`config.mk`:
```
export PLATFORM = sky130hd
export DESIGN_NAME = reg_stream_reader_flat
export DESIGN_NICKNAME = d
export VERILOG_FILES = /design/src/rtl/reg_stream_reader_pkg.sv /design/src/rtl/reg_stream_reader_if.sv /design/src/rtl/reg_stream_reader_bank.sv /design/src/rtl/reg_stream_reader.sv /design/src/flat_wrapper.sv
export SDC_FILE = /design/constraint.sdc
export NUM_CORES = 1
export LEC_CHECK = 0
export ABC_CLOCK_PERIOD_IN_PS = 3300
export CORE_MARGIN = 2
export CORE_UTILIZATION = 28
export CTS_CLUSTER_DIAMETER = 40
export CTS_CLUSTER_SIZE = 24
export DETAILED_ROUTE_END_ITERATION = 16
export PLACE_DENSITY = 0.49
export SLEW_MARGIN = 20
export SYNTH_ARGS = -nofsm -noshare
export SYNTH_HDL_FRONTEND = slang
export SYNTH_HIERARCHICAL = 1
export SYNTH_SLANG_ARGS = --single-unit
```
`constraint.sdc`:
```
create_clock -name clk -period 3.3 [get_ports clk]
set_input_delay 0.33 -clock clk [delete_from_list [all_inputs] [get_ports clk]]
set_output_delay 0.33 -clock clk [all_outputs]
set_load 0.01 [all_outputs]
```
`src/rtl/reg_stream_reader_pkg.sv`:
```
`default_nettype none
// ============================================================================
// Module   : reg_stream_pkg
// Brief    : Shared types and default sizing for the register stream reader.
// Revision : 1.0 - initial release
// ============================================================================
package reg_stream_pkg;

    localparam int DEFAULT_WIDTH = 16;
    localparam int DEFAULT_DEPTH = 8;

    typedef enum logic [0:0] {
        ST_IDLE   = 1'b0,
        ST_STREAM = 1'b1
    } state_t;

endpackage
`default_nettype wire

```
`src/rtl/reg_stream_reader_if.sv`:
```
`default_nettype none
// ============================================================================
// Module   : reg_stream_reader_if
// Brief    : Write port, control strobes and valid/ready output stream.
// Revision : 1.0 - initial release
// ============================================================================
interface reg_stream_reader_if
    import reg_stream_pkg::*;
#(
    parameter int WIDTH = DEFAULT_WIDTH,
    parameter int DEPTH = DEFAULT_DEPTH
);
    localparam int ADDR_W = $clog2(DEPTH);

    logic                     wr_en;
    logic [ADDR_W-1:0]        wr_addr;
    logic signed [WIDTH-1:0]  wr_data;
    logic                     clr;
    logic                     start;
    logic                     busy;
    logic signed [WIDTH-1:0]  m_data;
    logic                     m_valid;
    logic                     m_ready;
    logic                     m_last;
    logic                     done;

    // Producer/consumer side: drives writes, commands and ready.
    modport master (
        output wr_en, wr_addr, wr_data, clr, start, m_ready,
        input  busy, m_data, m_valid, m_last, done
    );

    // Reader side.
    modport slave (
        input  wr_en, wr_addr, wr_data, clr, start, m_ready,
        output busy, m_data, m_valid, m_last, done
    );
endinterface
`default_nettype wire

```
`src/rtl/reg_stream_reader_bank.sv`:
```
`default_nettype none
// ============================================================================
// Module   : reg_bank
// Brief    : Signed word storage with write port, bulk clear, write inhibit
//            and combinational read mux.
// Revision : 1.0 - initial release
// ============================================================================
module reg_bank
    import reg_stream_pkg::*;
#(
    parameter  int WIDTH  = DEFAULT_WIDTH,
    parameter  int DEPTH  = DEFAULT_DEPTH,
    localparam int ADDR_W = $clog2(DEPTH)
) (
    input  logic                    clk,
    input  logic                    rst,
    input  logic                    wr_en,
    input  logic [ADDR_W-1:0]       wr_addr,
    input  logic signed [WIDTH-1:0] wr_data,
    input  logic                    clr,
    input  logic                    wr_inhibit,
    input  logic [ADDR_W-1:0]       rd_addr,
    output logic signed [WIDTH-1:0] rd_data
);
    logic signed [WIDTH-1:0] mem_q [DEPTH];
    logic signed [WIDTH-1:0] mem_d [DEPTH];
    logic                    w_addr_ok;

    // Only a non-power-of-two depth can see addresses past the last entry.
    if (DEPTH == (1 << ADDR_W)) begin : g_addr_full
        assign w_addr_ok = 1'b1;
    end else begin : g_addr_check
        assign w_addr_ok = ({1'b0, wr_addr} < (ADDR_W + 1)'(DEPTH));
    end

    // Next bank contents: clear wins over write; both blocked while inhibited.
    always_comb begin
        mem_d = mem_q;
        if (!wr_inhibit) begin
            if (clr) begin
                for (int i = 0; i < DEPTH; i++) begin
                    mem_d[i] = '0;
                end
            end else if (wr_en && w_addr_ok) begin
                mem_d[wr_addr] = wr_data;
            end
        end
    end

    // Storage flops.
    always_ff @(posedge clk) begin
        if (rst) begin
            mem_q <= '{default: '0};
        end else begin
            mem_q <= mem_d;
        end
    end

    assign rd_data = mem_q[rd_addr];
endmodule
`default_nettype wire

```
`src/rtl/reg_stream_reader.sv`:
```
`default_nettype none
// ============================================================================
// Module   : reg_stream_reader
// Brief    : Drains a small register bank on command as a valid/ready stream
//            with a last marker and a completion pulse.
// Revision : 1.0 - initial release
// ============================================================================
module reg_stream_reader
    import reg_stream_pkg::*;
#(
    parameter int WIDTH = DEFAULT_WIDTH,
    parameter int DEPTH = DEFAULT_DEPTH
) (
    input  logic               clk,
    input  logic               rst,
    reg_stream_reader_if.slave bus
);
    localparam int                ADDR_W     = $clog2(DEPTH);
    localparam logic [ADDR_W-1:0] c_last_idx = ADDR_W'(DEPTH - 1);

    state_t                  state_q, state_d;
    logic [ADDR_W-1:0]       rd_idx_q, rd_idx_d;
    logic                    busy_q, busy_d;
    logic                    m_valid_q, m_valid_d;
    logic                    m_last_q, m_last_d;
    logic                    done_q, done_d;
    logic signed [WIDTH-1:0] w_rd_data;
    logic                    w_bank_frozen;

    // The bank only accepts updates while idle, so the stream sees a snapshot.
    assign w_bank_frozen = (state_q == ST_STREAM);

    reg_bank #(
        .WIDTH (WIDTH),
        .DEPTH (DEPTH)
    ) u_bank (
        .clk        (clk),
        .rst        (rst),
        .wr_en      (bus.wr_en),
        .wr_addr    (bus.wr_addr),
        .wr_data    (bus.wr_data),
        .clr        (bus.clr),
        .wr_inhibit (w_bank_frozen),
        .rd_addr    (rd_idx_q),
        .rd_data    (w_rd_data)
    );

    // Next-state and output-flag logic; a transfer advances the read index.
    always_comb begin
        state_d   = state_q;
        rd_idx_d  = rd_idx_q;
        busy_d    = busy_q;
        m_valid_d = m_valid_q;
        m_last_d  = m_last_q;
        done_d    = 1'b0;
        case (state_q)
            ST_IDLE: begin
                if (bus.start) begin
                    state_d   = ST_STREAM;
                    rd_idx_d  = '0;
                    busy_d    = 1'b1;
                    m_valid_d = 1'b1;
                    m_last_d  = 1'b0;
                end
            end
            ST_STREAM: begin
                if (m_valid_q && bus.m_ready) begin
                    if (m_last_q) begin
                        state_d   = ST_IDLE;
                        rd_idx_d  = '0;
                        busy_d    = 1'b0;
                        m_valid_d = 1'b0;
                        m_last_d  = 1'b0;
                        done_d    = 1'b1;
                    end else begin
                        rd_idx_d  = rd_idx_q + 1'b1;
                        m_last_d  = (rd_idx_d == c_last_idx);
                    end
                end
            end
            default: state_d = ST_IDLE;
        endcase
    end

    // State and registered output flags.
    always_ff @(posedge clk) begin
        if (rst) begin
            state_q   <= ST_IDLE;
            rd_idx_q  <= '0;
            busy_q    <= 1'b0;
            m_valid_q <= 1'b0;
            m_last_q  <= 1'b0;
            done_q    <= 1'b0;
        end else begin
            state_q   <= state_d;
            rd_idx_q  <= rd_idx_d;
            busy_q    <= busy_d;
            m_valid_q <= m_valid_d;
            m_last_q  <= m_last_d;
            done_q    <= done_d;
        end
    end

    // Index and bank are both frozen during a stream, so m_data holds under stall.
    assign bus.m_data  = m_valid_q ? w_rd_data : '0;
    assign bus.m_valid = m_valid_q;
    assign bus.m_last  = m_last_q;
    assign bus.busy    = busy_q;
    assign bus.done    = done_q;
endmodule
`default_nettype wire

```
`src/flat_wrapper.sv`:
```
// flat-port wrapper written by rule: the top's interface ports become plain ports
module reg_stream_reader_flat import reg_stream_pkg::*;
#(
    parameter int WIDTH = DEFAULT_WIDTH,
    parameter int DEPTH = DEFAULT_DEPTH
)
  (clk, rst, bus_wr_en, bus_wr_addr, bus_wr_data, bus_clr, bus_start, bus_m_ready, bus_busy, bus_m_data, bus_m_valid, bus_m_last, bus_done);
  reg_stream_reader_if #(.WIDTH(WIDTH), .DEPTH(DEPTH)) bus_i ();
  input  logic clk;
  input  logic rst;
  input wire logic [$bits(bus_i.wr_en)-1:0] bus_wr_en;
  input wire logic [$bits(bus_i.wr_addr)-1:0] bus_wr_addr;
  input wire logic [$bits(bus_i.wr_data)-1:0] bus_wr_data;
  input wire logic [$bits(bus_i.clr)-1:0] bus_clr;
  input wire logic [$bits(bus_i.start)-1:0] bus_start;
  input wire logic [$bits(bus_i.m_ready)-1:0] bus_m_ready;
  output wire logic [$bits(bus_i.busy)-1:0] bus_busy;
  output wire logic [$bits(bus_i.m_data)-1:0] bus_m_data;
  output wire logic [$bits(bus_i.m_valid)-1:0] bus_m_valid;
  output wire logic [$bits(bus_i.m_last)-1:0] bus_m_last;
  output wire logic [$bits(bus_i.done)-1:0] bus_done;
  assign bus_i.wr_en = bus_wr_en;
  assign bus_i.wr_addr = bus_wr_addr;
  assign bus_i.wr_data = bus_wr_data;
  assign bus_i.clr = bus_clr;
  assign bus_i.start = bus_start;
  assign bus_i.m_ready = bus_m_ready;
  assign bus_busy = bus_i.busy;
  assign bus_m_data = bus_i.m_data;
  assign bus_m_valid = bus_i.m_valid;
  assign bus_m_last = bus_i.m_last;
  assign bus_done = bus_i.done;
  reg_stream_reader #(.WIDTH(WIDTH), .DEPTH(DEPTH)) u_core (.clk(clk), .rst(rst), .bus(bus_i));
endmodule
```
==> flow_summary_export.csv <==
group,metric,value,unit
status,status,"complete, no violations",
final_layout,drive_gt1_share,25.4,%
global_routing,globalRouteOverflowTotal,0,
global_routing,antenna_found_initial,0,
sta,fin_setup_tns,0,ns
setup_path,path_max_fanout,35,
global_routing,grtUsageMet3,3.92,%
clock_tree,post_cts_resized,0,
final_layout,nNetsFinal,522,
sta,hold_slack,0.492,ns
route,viasPerCell,5.79,
final_layout,diodes,0,
setup_path,crit_required,2.97,ns
global_routing,grt_max_degree,129,
synth,synth_area_leaders,"dfxtp_1 (47%), a32o_1 (22%), mux4_2 (12%)",
floorplan,row_count,52,
sta,finalSetupViolCount,0,
sta,fin_crit,2.86,ns
synth,syn_area,5780,um2
synth,syn_nets,488,
floorplan,fp.dieW,148,um
sta,finalHoldViolCount,0,
setup_path,cp.arrival,2.53,ns
route,routed_wl,17.8,mm
sta,finalWorstSetupSlack,0.443,ns
floorplan,start_util,28.6,%
setup_path,setup.worst_path.end_class,"output pin",
floorplan,ios,45,
pwr,vdd_drop_max,0.391,mV
min_path,worstHoldPathType,"flop to flop",
sta,rsz0062_at_grt,"no",
clock_tree,clkLatencyLatePin,0.42,ns
clock_tree,clockBufferDepth,2,
clock_tree,cts_tree,"done",
placement,place_ws,0.869,ns
flow_run,max-cap-violations,0,
synth,seq_area_frac_synth,46.8,%
placement,io_buffers,44,
clock_tree,cts.clk_slew.worst_paths,0.06,ns
final_layout,nFillCells,1960,
clock_tree,cts_sinks,135,
sta,skew,0.0110,ns
clock_tree,hold_buffers,0,
sta,worst_pin_slew,0.828,ns
sta,fin_crit_sh,86.6,%
global_routing,use_met2,25.1,%
synth,dominantRegCellSynth,"dfxtp_1",
global_routing,met1_usage,24.1,%
route,dr.first_iter.drc_count,415,
final_layout,area_growth,24.6,%
sta,slew_viol_final,0,
floorplan,die_h,148,um
global_routing,grt-busiest-layer,"met2",
clock_tree,post_cts_buffers,0,
placement,dp_hpwl,9.76,mm
floorplan,core-area,20200,um2
route,dr.pass1.iters,5,
pwr,p_leak,2.45,nW
synth,netlist_instances,461,
clock_tree,htreeDepth,4,
sta,fmax,0.350,GHz
clock_tree,cts_root_buffer,"clkbuf_16",
synth,synth_top_cell_by_area,"dfxtp_1",
synth,yosysUniqueCellTypes,34,
synth,yosysTopAreaCellShare,46.8,%
setup_path,criticalPathCategory,"flop to output pin",
global_routing,grt_pass1_vias,4415,
sta,maxSlewHeadroom,44.7,%
route,avgRoutedWirePerCell,22.9,um
route,postRouteAntennaNets,0,
pwr,power,3.86,mW
global_routing,grtUsageTotal,16.8,%
placement,gp_congestion,0.723,
synth,yosys_warnings,6,
synth,synth-async-reset-ratio,0,%
final_layout,design_area,7200,um2
global_routing,grt_pass1_wl,27.6,mm
pwr,pwr_density_cell,536,nW/um2
floorplan,dieArea,21800,um2
clock_tree,cts_made_buffers,17,
placement,post_dp_cell_area,6580,um2
synth,postSynthAreaPerCell,12.5,um2
synth,ys_ff_latch,135,
route,via_count,4505,
setup_path,worst_setup_path_start_kind,"flop",
route,drc_errors,0,
synth,synth_edf_count,0,
==> cells in the mapped netlist (3+ instances only) <==
library cell    n
nand3_1         8
and2_2          4
nor2_1          9
buf_4           6
buf_2          19
a32o_1        128
clkbuf_1       24
nor4b_2         3
mux2_2         16
and2_1         12
a21oi_1         6
nor2_4         10
nand2_1         3
dfxtp_1       135
nand4_1         3
mux4_2         32
inv_1          18
==> cells in the final DEF (no fill, tap or decap), types with 2 or more instances in the layout <==
master,instances
mux2_2,16
buf_12,3
or3_1,2
clkdlybuf4s50_1,44
nand3b_1,2
a21oi_1,5
dfxtp_2,2
dfxtp_1,133
bufinv_16,3
and2_2,4
nand3_1,8
nor2_4,10
nor2_1,9
nand2b_1,2
buf_4,19
and2_1,12
clkbuf_8,2
clkinv_4,2
nand4_1,3
nor2b_1,2
ha_1,2
a32o_1,128
nor4b_2,3
clkbuf_16,17
inv_1,18
clkinvlp_4,4
mux4_2,32
nor4bb_4,2
inv_6,3
nand2_1,3
nand4b_1,2
==> logic make-up after synthesis <==
kind of cell / synth area share [%]
AOI/OAI and AO/OA: 22.8
xor gates and xnor gates: 0.152
buffers and inverters: 5.28
and+or+nand+nor: 8.98
adders and majority gates: 0.433
DFF: 46.8
muxes: 15.6
==> critical path, stage by stage, from the launching register on <==
cell and delay, ns:
dfxtp_2 0.34, buf_12 0.25, mux4_2 0.53, mux2_2 0.29, and2_2 0.20, clkdlybuf4s50_1 0.49
==> through the flow <==
stage | instances | utilization, %
floorplan | 461 | -
global placement | 746 | 32.5
detailed placement | 746 | 32.5
CTS | 778 | 35.6
global route | 778 | 35.6
finish | 778 | 35.6
==> flip-flops by register name, summed over array words and instances (netlist names) <==
| name | flops |
|---|---|
| u_core/u_bank/mem_q | 128 |
| u_core/rd_idx_q | 3 |
| u_core/bus.done | 1 |
| u_core/bus.m_last | 1 |
| u_core/bus.m_valid | 1 |
| u_core/state_q | 1 |
==> metal layers <==
| layer | vias up | share of wire (%) | routed length (um) |
|---|---|---|---|
| met5 | - | 0 | 0 |
| met4 | 0 | 1.3 | 238 |
| met3 | 20 | 6.1 | 1080 |
| met2 | 189 | 45 | 7970 |
| met1 | 2338 | 48 | 8510 |
| li1 | 1958 | - | - |
==> final cells by class <==
| type | instances | area (um2) | area share, % |
|---|---|---|---|
| Timing Repair Buffer | 66 | 643 | 8.93 |
| Multi-Input combinational cell | 257 | 2830 | 39.2 |
| Clock buffer | 19 | 453 | 6.29 |
| Clock inverter | 13 | 169 | 2.35 |
| Inverter | 18 | 67.6 | 0.938 |
| Tap cell | 270 | 338 | 4.69 |
| Sequential cell | 135 | 2710 | 37.6 |
==> report_power, final <==
| group | internal, mW | switching [mW] | total (mW) |
|---|---|---|---|
| Sequential | 1.64 | 0.0141 | 1.66 |
| Clock | 1.24 | 0.747 | 1.98 |
| Combinational | 0.0732 | 0.144 | 0.217 |
==> path summary, 6_finish.rpt <==
kind,start,to,cells past startpoint,slack [ns]
worst max-delay path,u_core/rd_idx_q[1]$_SDFFE_PP0P_,bus_m_data[7],5,0.44
worst min-delay path,u_core/u_bank/mem_q[92]$_SDFFE_PP0P_,u_core/u_bank/mem_q[92]$_SDFFE_PP0P_,1,0.49
worst max register to register,u_core/state_q$_SDFF_PP0_,u_core/u_bank/mem_q[71]$_SDFFE_PP0P_,3,1.45
worst min register to register,u_core/u_bank/mem_q[92]$_SDFFE_PP0P_,u_core/u_bank/mem_q[92]$_SDFFE_PP0P_,1,0.49
Note: power is estimated with default switching activity, not from simulation.
